[src/rtl/exe_result_buf_if.sv]
// Handshake and forwarding bundle between the ALU result buffer, the memory stage and decode.
// "slave" is the buffer side; "master" is the surrounding pipeline (or a bench).
interface exe_result_buf_if #(
  parameter int DATA_W = 64,
  parameter int RD_W   = 5,
  parameter int CNT_W  = 32
);
  logic              flush;
  logic              in_valid;
  logic              in_ready;
  logic [DATA_W-1:0] in_result;
  logic              in_is_word;
  logic [RD_W-1:0]   in_rd;
  logic              in_wen;
  logic [DATA_W-1:0] in_pc;
  logic              out_valid;
  logic              out_ready;
  logic [DATA_W-1:0] out_result;
  logic [RD_W-1:0]   out_rd;
  logic              out_wen;
  logic [DATA_W-1:0] out_pc;
  logic              fwd_valid;
  logic [RD_W-1:0]   fwd_rd;
  logic [DATA_W-1:0] fwd_data;
  logic [CNT_W-1:0]  retire_cnt;

  modport slave (
    input  flush, in_valid, in_result, in_is_word, in_rd, in_wen, in_pc, out_ready,
    output in_ready, out_valid, out_result, out_rd, out_wen, out_pc,
           fwd_valid, fwd_rd, fwd_data, retire_cnt
  );

  modport master (
    output flush, in_valid, in_result, in_is_word, in_rd, in_wen, in_pc, out_ready,
    input  in_ready, out_valid, out_result, out_rd, out_wen, out_pc,
           fwd_valid, fwd_rd, fwd_data, retire_cnt
  );
endinterface

[src/rtl/exe_result_buf.sv]
// Execute-stage result buffer: W-op formatting at capture, 2-entry skid buffer toward
// the memory stage, youngest-entry forwarding to decode and a retired-handshake counter.
module exe_result_buf #(
  parameter int DATA_W = 64,
  parameter int RD_W   = 5,
  parameter int CNT_W  = 32
) (
  input logic            clk,
  input logic            resetn,
  exe_result_buf_if.slave bus
);
  typedef struct packed {
    logic [DATA_W-1:0] result;
    logic [RD_W-1:0]   rd;
    logic              wen;
    logic [DATA_W-1:0] pc;
  } ent_t;

  typedef enum logic [1:0] {EMPTY = 2'd0, ONE = 2'd1, TWO = 2'd2} state_t;

  state_t           state, state_nxt;
  ent_t             main_q, skid_q, main_nxt, skid_nxt, in_ent, young;
  logic             rdy, vld, push, pop;
  logic [CNT_W-1:0] cnt_q;

  // x0 is hardwired, so a write to it is dropped here rather than downstream.
  always_comb begin
    in_ent.result = bus.in_is_word ? {{(DATA_W-32){bus.in_result[31]}}, bus.in_result[31:0]}
                                   : bus.in_result;
    in_ent.rd     = bus.in_rd;
    in_ent.wen    = bus.in_wen & (bus.in_rd != '0);
    in_ent.pc     = bus.in_pc;
  end

  // in_ready comes from state only, so there is no comb path from out_ready.
  assign rdy  = resetn & (state != TWO);
  assign vld  = (state != EMPTY);
  assign push = bus.in_valid & rdy;
  assign pop  = vld & bus.out_ready;

  always_comb begin
    state_nxt = state;
    main_nxt  = main_q;
    skid_nxt  = skid_q;
    if (bus.flush) begin
      state_nxt = EMPTY;
    end else begin
      case (state)
        EMPTY: if (push) begin
          state_nxt = ONE;
          main_nxt  = in_ent;
        end
        ONE: begin
          if (push && !pop) begin
            state_nxt = TWO;
            skid_nxt  = in_ent;
          end else if (pop && !push) begin
            state_nxt = EMPTY;
          end else if (push && pop) begin
            main_nxt  = in_ent;
          end
        end
        TWO: if (pop) begin
          state_nxt = ONE;
          main_nxt  = skid_q;
        end
        default: state_nxt = EMPTY;
      endcase
    end
  end

  always_ff @(posedge clk) begin
    if (!resetn) begin
      state  <= EMPTY;
      main_q <= '0;
      skid_q <= '0;
    end else begin
      state  <= state_nxt;
      main_q <= main_nxt;
      skid_q <= skid_nxt;
    end
  end

  // A pop that coincides with a flush still retired, so it is counted.
  always_ff @(posedge clk) begin
    if (!resetn)  cnt_q <= '0;
    else if (pop) cnt_q <= cnt_q + 1'b1;
  end

  assign young = (state == TWO) ? skid_q : main_q;

  assign bus.in_ready   = rdy;
  assign bus.out_valid  = vld;
  assign bus.out_result = main_q.result;
  assign bus.out_rd     = main_q.rd;
  assign bus.out_wen    = main_q.wen;
  assign bus.out_pc     = main_q.pc;
  assign bus.fwd_valid  = vld & young.wen;
  assign bus.fwd_rd     = young.rd;
  assign bus.fwd_data   = young.result;
  assign bus.retire_cnt = cnt_q;
endmodule

[src/flat_wrapper.sv]
// flat-port wrapper written by rule: the top's interface ports become plain ports
module exe_result_buf_flat 
#(
  parameter int DATA_W = 64,
  parameter int RD_W   = 5,
  parameter int CNT_W  = 32
)
  (clk, resetn, bus_flush, bus_in_valid, bus_in_result, bus_in_is_word, bus_in_rd, bus_in_wen, bus_in_pc, bus_out_ready, bus_in_ready, bus_out_valid, bus_out_result, bus_out_rd, bus_out_wen, bus_out_pc, bus_fwd_valid, bus_fwd_rd, bus_fwd_data, bus_retire_cnt);
  exe_result_buf_if #(.DATA_W(DATA_W), .RD_W(RD_W), .CNT_W(CNT_W)) bus_i ();
  input logic clk;
  input logic resetn;
  input wire logic [$bits(bus_i.flush)-1:0] bus_flush;
  input wire logic [$bits(bus_i.in_valid)-1:0] bus_in_valid;
  input wire logic [$bits(bus_i.in_result)-1:0] bus_in_result;
  input wire logic [$bits(bus_i.in_is_word)-1:0] bus_in_is_word;
  input wire logic [$bits(bus_i.in_rd)-1:0] bus_in_rd;
  input wire logic [$bits(bus_i.in_wen)-1:0] bus_in_wen;
  input wire logic [$bits(bus_i.in_pc)-1:0] bus_in_pc;
  input wire logic [$bits(bus_i.out_ready)-1:0] bus_out_ready;
  output wire logic [$bits(bus_i.in_ready)-1:0] bus_in_ready;
  output wire logic [$bits(bus_i.out_valid)-1:0] bus_out_valid;
  output wire logic [$bits(bus_i.out_result)-1:0] bus_out_result;
  output wire logic [$bits(bus_i.out_rd)-1:0] bus_out_rd;
  output wire logic [$bits(bus_i.out_wen)-1:0] bus_out_wen;
  output wire logic [$bits(bus_i.out_pc)-1:0] bus_out_pc;
  output wire logic [$bits(bus_i.fwd_valid)-1:0] bus_fwd_valid;
  output wire logic [$bits(bus_i.fwd_rd)-1:0] bus_fwd_rd;
  output wire logic [$bits(bus_i.fwd_data)-1:0] bus_fwd_data;
  output wire logic [$bits(bus_i.retire_cnt)-1:0] bus_retire_cnt;
  assign bus_i.flush = bus_flush;
  assign bus_i.in_valid = bus_in_valid;
  assign bus_i.in_result = bus_in_result;
  assign bus_i.in_is_word = bus_in_is_word;
  assign bus_i.in_rd = bus_in_rd;
  assign bus_i.in_wen = bus_in_wen;
  assign bus_i.in_pc = bus_in_pc;
  assign bus_i.out_ready = bus_out_ready;
  assign bus_in_ready = bus_i.in_ready;
  assign bus_out_valid = bus_i.out_valid;
  assign bus_out_result = bus_i.out_result;
  assign bus_out_rd = bus_i.out_rd;
  assign bus_out_wen = bus_i.out_wen;
  assign bus_out_pc = bus_i.out_pc;
  assign bus_fwd_valid = bus_i.fwd_valid;
  assign bus_fwd_rd = bus_i.fwd_rd;
  assign bus_fwd_data = bus_i.fwd_data;
  assign bus_retire_cnt = bus_i.retire_cnt;
  exe_result_buf #(.DATA_W(DATA_W), .RD_W(RD_W), .CNT_W(CNT_W)) u_core (.clk(clk), .resetn(resetn), .bus(bus_i));
endmodule
[config.mk]
export PLATFORM = sky130hd
export DESIGN_NAME = exe_result_buf_flat
export DESIGN_NICKNAME = d
export VERILOG_FILES = /design/src/rtl/exe_result_buf_if.sv /design/src/rtl/exe_result_buf.sv /design/src/flat_wrapper.sv
export SDC_FILE = /design/constraint.sdc
export NUM_CORES = 1
export LEC_CHECK = 0
export ABC_AREA = 1
export CAP_MARGIN = 20
export CORE_UTILIZATION = 50
export CTS_CLUSTER_DIAMETER = 80
export DETAILED_ROUTE_END_ITERATION = 7
export HOLD_SLACK_MARGIN = 0.15
export PLACE_DENSITY_LB_ADDON = 0.2
export SLEW_MARGIN = 30
export SYNTH_ARGS = -nofsm -noshare
export SYNTH_HDL_FRONTEND = slang
export SYNTH_SLANG_ARGS = --single-unit
[constraint.sdc]
create_clock -name clk -period 1.8 [get_ports clk]
set_input_delay 0.27 -clock clk [delete_from_list [all_inputs] [get_ports clk]]
set_output_delay 0.27 -clock clk [all_outputs]
set_load 0.01 [all_outputs]
Yosys cells after proc, flatten, opt, wreduce, memory -nomap -nowiden
Index checks and enable logic that the tools add are counted.
{"block": "word_totals", "wordCells": 53, "output_inout_bits": 238, "regBits": 302, "in_bits": 140}
{"block": "op_classes", "n_addsub": 1, "reduce_logical": 13, "n_eq_ne": 9, "bitwise": 7, "muxes": 13}
{"op": "134-bit two-way mux", "count": 6}
{"op": "134-bit case mux with 3 select lines", "count": 1}
{"op": "64-bit two-way mux", "count": 1}
{"op": "32-bit by 1-bit adder with 32-bit output (second input constant)", "count": 1}
{"op": "2-bit two-way mux", "count": 4}
{"op": "7-bit AND reduction", "count": 1}
{"op": "2-bit by 1-bit inequality test with 1-bit output (second input constant)", "count": 3}
{"op": "2-bit inequality test (second input constant)", "count": 3}
{"op": "2-bit case mux with 3 select lines", "count": 1}
{"op": "3-bit AND reduction", "count": 2}
{"op": "1-bit bitwise AND", "count": 5}
{"op": "5-bit nonzero test", "count": 1}
{"op": "1-bit logical AND", "count": 3}
{"op": "3-bit by 1-bit inequality test with 1-bit output (second input constant)", "count": 1}
{"op": "3-bit nonzero test", "count": 1}
{"op": "2-bit by 1-bit == test with 1-bit output (second input constant)", "count": 1}
{"op": "2-bit == test (second input constant)", "count": 1}
{"op": "1-bit logical NOT", "count": 2}
{"op": "2-bit logical NOT", "count": 1}
{"op": "1-bit NOT", "count": 2}
{"op": "2-bit nonzero test", "count": 1}
{"op": "2-bit OR reduction", "count": 1}

Depth between registers and ports, before layout
Gate-level depths: netlist of the first run.
{"block": "logic_depth", "depth_word": 8, "ltp_mapped": 11, "depth_no_buf": 9}

Worst setup path after synthesis of the first run
OpenSTA, ideal clock, no wires.
{"block": "synth_timing", "kind": "register to output", "startpoint": "register u_core.state[0]", "endpoint": "output port bus_fwd_data[32]", "stages_incl_launch_ff": 8, "arrival_ps": 1490, "n_path_buf": 3, "t_required_ps": 1530, "slack_ps": 40, "path_cell_list": "dfxtp_1 inv_2 nand2_1 buf_2 clkbuf_1 clkbuf_1 nand2_1 o21ai_0"}
{"block": "synth_via", "elab_chain_cells": 2}
{"item": "start, declared", "line": "exe_result_buf.sv:21", "source": "state_t state, state_nxt;"}
{"item": "start signal, assigned", "line": "exe_result_buf.sv:78", "source": "state <= state_nxt;"}
{"item": "2-bit == test", "line": "exe_result_buf.sv:90", "source": "assign young = (state == TWO) ? skid_q : main_q;"}
{"item": "134-bit two-way mux", "line": "exe_result_buf.sv:90"}
{"item": "end, declared", "line": "flat_wrapper.sv:28", "source": "output wire logic [$bits(bus_i.fwd_data)-1:0] bus_fwd_data;"}
Every way passes these cells.

Worst setup path in the final report of the first run
{"block": "layout_timing", "startpoint": "register u_core.state[1]", "endpoint": "register u_core.main_q (netlist bit u_core.bus.out_result[46])"}
{"block": "layout_via", "elab_chain_cells": 7, "word_cells_on_any_way": 21, "cone_classes": "eq/ne: 8; mux: 1; bitwise: 3; reduce/logical: 9"}
{"item": "2-bit inequality test", "line": "exe_result_buf.sv:36", "source": "assign rdy = resetn & (state != TWO);"}
{"item": "1-bit bitwise AND", "line": "exe_result_buf.sv:36"}
{"item": "1-bit bitwise AND", "line": "exe_result_buf.sv:38", "source": "assign push = bus.in_valid & rdy;"}
{"item": "1-bit logical NOT", "line": "exe_result_buf.sv:57", "source": "end else if (pop && !push) begin"}
{"item": "1-bit logical AND", "line": "exe_result_buf.sv:57"}
{"item": "2-bit inequality test (no line)"}
{"item": "7-bit AND reduction (no line)"}
{"item": "end signal, assigned", "line": "exe_result_buf.sv:79", "source": "main_q <= main_nxt;"}
{"item": "end, declared", "line": "exe_result_buf.sv:22", "source": "ent_t main_q, skid_q, main_nxt, skid_nxt, in_ent, young;"}
Several ways; a longest one is shown, not always the timed one.
A chain may end at the register's enable or synchronous reset.

==> metrics.md, run 1 <==
| Metric | Value |
|---|---|
| Final net count | `3,134` |
| Worst path required time | `2.20 ns` |
| Net Sw Frac | `0.2609` |
| Ports | `378` |
| All-Layer GR Usage | `0.3059` |
| Logic pwr share | `0.171` |
| H-tree levels | `2` |
| CTS tree | `done` |
| Sequential share of the synthesized area | `0.4064` |
| CTS sink cnt | `302` |
| Failing checks | `DRC, setup timing` |
| Worst-margin pin slew | `0.6352 ns` |
| Internal Power | `12.47 mW` |
| Kind of critical path | `flop to flop` |
| WL/cell | `15.60 um` |
| Rel. slew slack | `0.5765` |
| GRT met1 Usage | `0.3607` |
| Sw Pwr | `4.402 mW` |
| Reg power frac | `0.424` |
| Row Count | `62` |
| CP Max Fanout | `7` |
| GPL Wtd Cong | `0.8853` |
| Largest net degree at the start of global routing | `89` |
| Vias after detailed routing | `17,273` |
| Die ar. | `0.03045 mm^2` |
| Yosys reg bits | `302` |
| IR drop worst, VDD | `578.2 uV` |
| Die width | `174.5 um` |
| Post-synth cell types | `20` |
| Placed cell count | `3,252` |
| Pre-CTS setup slack | `-0.2127 ns` |
| Layout Cells excl Fill | `3,400` |
| Hold_sp | `bus_in_pc[12]` |
| RSZ-0062 raised after global routing | `true` |
| Slew Limit Fails | `0` |
| Clock share of power | `0.405` |
| Fraction of layout cells with a size suffix above 1 | `0.1506` |
| Total gr overflow | `0` |
| Worst hold stages | `5` |
| Post-DP HPWL | `30.81 mm` |
| Clock root buffer | `clkbuf_16` |
| Worst Skew | `0.01058 ns` |
| Leak | `10.71 nW` |
| RR Startpoint | `u_core.state[1]` |
| Setup violations, final | `349` |
| Mapped Area | `0.01488 mm^2` |
| Critical Path Sink Type | `flop` |
| Post-synthesis net count | `2,675` |
| First-pass GRT wire length | `75.74 mm` |
| FF/Latch Area | `0.006053 mm^2` |
| Starting density of the core | `0.5128` |
| Most Crowded Layer GR | `met2` |
| # DRC | `1` |
| PwrDens | `737.1 mW/mm^2` |
| Outcome | `finished, violations left` |
| Final min period | `2.080 ns` |
| Final worst-path cycle share | `1.156` |
| R2R depth | `14` |
| CTS Buf Count | `34` |
| Initial antenna violation count | `3` |
| Core Region | `0.02901 mm^2` |
| Setup WS post-layout | `-0.2805 ns` |
| Final WL | `53.04 mm` |
| Clock Latency Late Sink | `0.51 ns` |
| Met2 Usage GRT | `0.5337` |
| DRT Pass-1 Iters | `8` |
| Syn Inst Count | `2,534` |
| ANT nets after route | `0` |
| Final Hold Fails | `0` |
| Fillers | `2,058` |
| Worst flop-to-flop path endpoint | `u_core.bus.out_result[46]` |
| Yosys Warn Count | `0` |
| Vias/cell | `5.080` |
| CP Data Arrival Time | `2.48 ns` |
| Grt met3 use | `0.04703` |
| Setup crit start kind | `flop` |
| Maxcap violations | `0` |
| Area delta synth->final | `53.89%` |
| Avg Cell Area, Syn | `5.871 um^2` |
| Die Span Y | `174.5 um` |
| FMAX | `480.7 MHz` |
| Max Buffers Root-to-Sink | `3` |
| Initial drt markers | `1,461` |
| # port buffers | `377` |
| R2R setup slack | `-0.28 ns` |
| Hold Crit Class | `primary input to flop` |
| Clock slew at reported path FFs | `0.06 ns` |
| Hold path endpoint | `u_core.skid_q[12]` |
| Vias in the first global route | `15,541` |
| Area occupied by multi-input gates | `0.007680 mm^2` |
[sequential cells by signal, indices dropped and copies added, names as in the netlist]
signal and cells:
u_core.state 2, u_core.bus.out_pc 64, u_core.bus.out_rd 5, u_core.skid_q 134, u_core.bus.retire_cnt 32, u_core.bus.out_result 64, u_core.bus.out_wen 1
[what timing repair did]
item | 4_1_cts | 5_1_grt
endpoints found under the setup margin | 332 | 361
hold endpoints to repair | 2 | 0
setup buffers | 34 | 21
hold buffers | 1 | 0
gates cloned | 16 | 29
gates resized for setup | 445 | 169
pin swaps | 17 | 51
[placed cells by master (no fill, tap or decap), types with 2 or more instances in the layout]
cell / n
o21a_1: 2
buf_8: 12
nand4_1: 13
a21oi_1: 49
clkdlybuf4s50_1: 304
clkinv_2: 3
clkdlybuf4s15_2: 6
buf_12: 43
clkbuf_8: 6
o21bai_1: 2
clkbuf_1: 11
inv_2: 2
buf_6: 42
nor2_1: 603
dfxtp_1: 300
nor2_4: 14
nand2_2: 66
xor2_1: 2
buf_16: 13
nand3_1: 28
nand2_4: 25
nand3_4: 3
o21ai_1: 17
bufinv_16: 2
buf_4: 67
clkbuf_16: 59
nand2_1: 799
o21ai_2: 14
bufbuf_16: 2
diode_2: 2
inv_4: 2
o21ai_0: 110
dfxtp_4: 2
nor2_2: 21
buf_2: 43
nand2_8: 2
inv_1: 316
[logic make-up after synthesis]
family          after synthesis  share of synthesized area
buf+inv                     457                     0.1210
fa+ha+maj                     1                  0.0008409
compound gates              196                    0.06661
simple gates               1576                     0.4040
xor+xnor                      2                   0.001178
flops                       302                     0.4064
[worst max-delay path, stage by stage (launching register included)]
cell and delay, ns:
dfxtp_4 0.36, buf_12 0.14, nand2_8 0.13, buf_12 0.15, nand3_4 0.11, nor2_4 0.17
nor2_4 0.06, nor2_4 0.14, buf_12 0.14, buf_12 0.14, buf_6 0.11, buf_16 0.11
nand2_1 0.06, nand2_1 0.09, nor2_1 0.06
[power by group through the flow]
stage / combinational (mW) / clock [mW] / sequential [mW]
CTS: 2.62 / 6.87 / 7.12
floorplan: 1.10 / 0 / 7.32
global route: 3.12 / 7.18 / 7.17
global placement: 2.43 / 0 / 7.26
finish: 2.89 / 6.83 / 7.15
detailed placement: 2.47 / 0 / 7.27
[Yosys cell counts, drive strengths merged]
master | n | area share
buf | 85 | 0.027
o21a | 2 | 0.0010
inv | 320 | 0.081
xor2 | 2 | 0.0012
clkbuf | 52 | 0.013
dfxtp | 302 | 0.41
nand3 | 32 | 0.011
a21oi | 50 | 0.017
o21bai | 2 | 0.0010
nor3 | 2 | 0.0014
nand4 | 13 | 0.0055
o21ai | 142 | 0.048
ha | 1 | 0.00084
nand2 | 891 | 0.22
nor2 | 638 | 0.16
[per-stage QoR]
| stage | cell area (um^2) | hold slack (ns) | power [mW] | setup TNS, ns | util |
|---|---|---|---|---|---|
| CTS | 21750 | 0.3714 | 16.61 | -49.57 | 0.7496 |
| floorplan | 14880 | 0.4372 | 8.416 | 0 | - |
| global route | 22890 | 0.4056 | 17.48 | -91.79 | 0.7891 |
| global placement | 19570 | 0.4622 | 9.692 | -36.00 | 0.6746 |
| detailed placement | 19570 | 0.4707 | 9.739 | -45.91 | 0.6746 |
| finish | 22890 | 0.3903 | 16.87 | -64.66 | 0.7891 |
[routing by layer]
layer  vias to the layer above  part of all wire
met5                         -                 0
met1                      7847              0.38
met4                         0             0.053
met3                       191             0.072
met2                       812              0.49
li1                       8423                 -
[cell type report]
class,count,area share
multi-input combinational,1776,0.3355
inverter,320,0.05269
timing repair buffer,559,0.2795
tap,384,0.02099
clock inverter,6,0.003662
antenna,2,0.0002186
clock buffer,51,0.04307
sequential,302,0.2644
[how the worst max path moves through the flow]
stage	from	depth (start not counted)	to
after floorplan	u_core.state[0]	7	bus_fwd_data[32]
after global placement	bus_out_ready	10	u_core.bus.out_pc[44]
after detailed placement	u_core.state[0]	12	u_core.bus.out_pc[38]
after CTS	u_core.state[1]	13	u_core.skid_q[96]
after global routing	u_core.state[1]	14	u_core.bus.out_result[46]
final	u_core.state[1]	14	u_core.bus.out_result[46]
Note: power is estimated with default switching activity, not from simulation.
==> run 2: changes to the inputs <==
--- a/config.mk
+++ b/config.mk
@@ -7,7 +7,10 @@
 export LEC_CHECK = 0
 export ABC_AREA = 1
 export CAP_MARGIN = 20
-export CORE_UTILIZATION = 50
+export CELL_PAD_IN_SITES_DETAIL_PLACEMENT = 2
+export CELL_PAD_IN_SITES_GLOBAL_PLACEMENT = 2
+export CORE_ASPECT_RATIO = 0.75
+export CORE_UTILIZATION = 25
 export CTS_CLUSTER_DIAMETER = 80
 export DETAILED_ROUTE_END_ITERATION = 7
 export HOLD_SLACK_MARGIN = 0.15
==> run 2 against run 1 <==
Effect of this change:
- the run ends with setup timing left
- clock-buffer cell count did not move
- total power rose by 10%
- wire length rose by 50%
- clock power rose by 16%
- maximum frequency fell by 3.4%
- die area rose by 99%
- critical path depth did not move
- highest routed layer is now met5
- clock skew fell by 0.0025 ns
- cell area rose by 13%
- final cell count rose by 14%
==> metrics.md, run 2 (synthesis results as in run 1) <==
| Metric | Value |
|---|---|
| Reg power frac | `0.386` |
| Final net count | `3,207` |
| Hold Crit Class | `primary input to flop` |
| Final worst-path cycle share | `1.197` |
| Clock root buffer | `clkbuf_16` |
| Ports | `378` |
| Fraction of layout cells with a size suffix above 1 | `0.2364` |
| Maxcap violations | `0` |
| Sw Pwr | `5.331 mW` |
| Worst-margin pin slew | `0.8646 ns` |
| # port buffers | `377` |
| Clock slew at reported path FFs | `0.07 ns` |
| Outcome | `finished, violations left` |
| Die Span Y | `213.3 um` |
| Placed cell count | `3,664` |
| Total gr overflow | `0` |
| GPL Wtd Cong | `0.8140` |
| Clock Latency Late Sink | `0.55 ns` |
| H-tree levels | `2` |
| Starting density of the core | `0.2527` |
| Rel. slew slack | `0.4236` |
| DRT Pass-1 Iters | `4` |
| Worst path required time | `2.24 ns` |
| Crit-path cells | `nor2_4 > buf_12 > buf_12 > buf_8 > nor2_4 > nand3_4 > nor3_4 > buf_6 > buf_12 > buf_12 > buf_12 > nand2_4 > nand2_2 > nor2_2` |
| Area delta synth->final | `73.18%` |
| Worst Skew | `0.008039 ns` |
| Final Hold Fails | `0` |
| Setup WS post-layout | `-0.3543 ns` |
| Crit path max-delay cell type | `dfxtp_4` |
| Critical Path Sink Type | `flop` |
| Largest net degree at the start of global routing | `155` |
| RSZ-0062 raised after global routing | `true` |
| Final min period | `2.154 ns` |
| FMAX | `464.2 MHz` |
| Number of flip-flops in the largest register | `134` |
| Die ar. | `0.06050 mm^2` |
| Pwr Total | `18.59 mW` |
| Failing checks | `setup timing` |
| CTS Buf Count | `37` |
| Row Count | `77` |
| Layout Cells excl Fill | `3,883` |
| Kind of critical path | `flop to flop` |
| CP Data Arrival Time | `2.60 ns` |
| Internal Power | `13.26 mW` |
| Setup crit start kind | `flop` |
| Most frequent cells in the layout | `nand2_1 (662), nor2_1 (561), inv_1 (316)` |
| Clock share of power | `0.427` |
| Initial drt markers | `662` |
| IR drop worst, VDD | `562.5 uV` |
| Slew Limit Fails | `0` |
| Die width | `283.7 um` |
| Vias in the first global route | `19,462` |
| Setup TNS | `-78.03 ns` |
| Core Region | `0.05887 mm^2` |
| Delay of the slowest critical-path stage | `0.41 ns` |
| # DRC | `0` |
| Setup violations, final | `410` |
| Final WL | `79.57 mm` |
| Largest reg by FF count | `u_core.skid_q` |
| Most common cell after layout, fill and taps aside | `nand2_1` |
| Leak | `11.92 nW` |
| CTS tree | `done` |
| PwrDens | `721.5 mW/mm^2` |
| Vias/cell | `4.638` |
| CP Max Fanout | `7` |
| Post-DP HPWL | `43.58 mm` |
| Max Buffers Root-to-Sink | `3` |
| ANT nets after route | `0` |
| Kind of cell adding the most delay to the critical path | `buffers and inverters` |
| Crit-path most repeated cell | `buf_12` |
| WL/cell | `20.49 um` |
| Logic pwr share | `0.186` |
| Initial antenna violation count | `2` |
| Pre-CTS setup slack | `-0.3191 ns` |
| Vias after detailed routing | `18,010` |
| All-Layer GR Usage | `0.2397` |
| First-pass GRT wire length | `112.5 mm` |
| Buffer and inverter count on the worst path | `7` |
| Net Sw Frac | `0.2868` |
| CTS sink cnt | `302` |
[run 2: layer usage]
layer	vias to the layer above	share of wire	global-route usage
met2	303	0.52	0.4350
met3	108	0.029	0.03408
met5	-	0.00021	0
met4	2	0.022	0.07363
li1	8575	-	-
met1	9022	0.43	0.2919
[run 2: metrics by stage]
stage / util / hold WS, ns / cell area, um^2
after floorplan: - / 0.4372 / 14880
after global placement: 0.3423 / 0.4619 / 20150
after detailed placement: 0.3423 / 0.4730 / 20150
after CTS: 0.4117 / 0.1607 / 24230
after global routing: 0.4377 / 0.1907 / 25760
final: 0.4377 / 0.2064 / 25760
[run 2: tightest hold or removal path, cell delays in order]
cell,delay (ns)
buf_8,0.11
inv_2,0.06
buf_4,0.18
nor2_1,0.10
[run 2: layout make-up]
class	count	area (um^2)
multi-input cells	1777	8598
repair buffers	628	7675
clock buffers	51	1079
well taps	790	988.4
fillers	6689	33100
clock inverters	14	156.4
flip-flops and latches	302	6053
diodes	1	2.502
inverters	320	1211
[run 2: final timing paths]
check	start	endpoint	slack, ns	depth (start not counted)
setup reg to reg	u_core.state[0]	u_core.skid_q[75]	-0.35	14
setup / recovery	u_core.state[0]	u_core.skid_q[75]	-0.35	14
hold / removal	resetn	u_core.bus.retire_cnt[18]	0.21	4
hold reg to reg	u_core.skid_q[120]	u_core.skid_q[120]	0.47	2
[run 2: power by group through the flow]
stage / logic, mW / clock network [mW] / registers, mW
after floorplan: 1.10 / 0 / 7.32
after global placement: 2.56 / 0 / 7.27
after detailed placement: 2.64 / 0 / 7.28
after CTS: 3.22 / 8.07 / 7.16
after global routing: 3.73 / 8.41 / 7.21
final: 3.46 / 7.94 / 7.18
[run 2: what timing repair did]
item | in CTS | in global routing
hold buffers | 0 | 0
gates resized for setup | 603 | 384
cloned | 49 | 21
endpoints found under the setup margin | 408 | 473
setup buffers | 67 | 42
pin swaps | 51 | 99
==> run 3: changes to the inputs <==
--- a/config.mk
+++ b/config.mk
@@ -6,7 +6,7 @@
 export NUM_CORES = 1
 export LEC_CHECK = 0
 export ABC_AREA = 1
-export CAP_MARGIN = 20
+export CAP_MARGIN = 30
 export CELL_PAD_IN_SITES_DETAIL_PLACEMENT = 2
 export CELL_PAD_IN_SITES_GLOBAL_PLACEMENT = 2
 export CORE_ASPECT_RATIO = 0.75
@@ -15,7 +15,6 @@
 export DETAILED_ROUTE_END_ITERATION = 7
 export HOLD_SLACK_MARGIN = 0.15
 export PLACE_DENSITY_LB_ADDON = 0.2
-export SLEW_MARGIN = 30
 export SYNTH_ARGS = -nofsm -noshare
 export SYNTH_HDL_FRONTEND = slang
 export SYNTH_SLANG_ARGS = --single-unit
==> results of run 3 <==
Same layout as run 2: the final DEF is identical, and so are final timing and power.
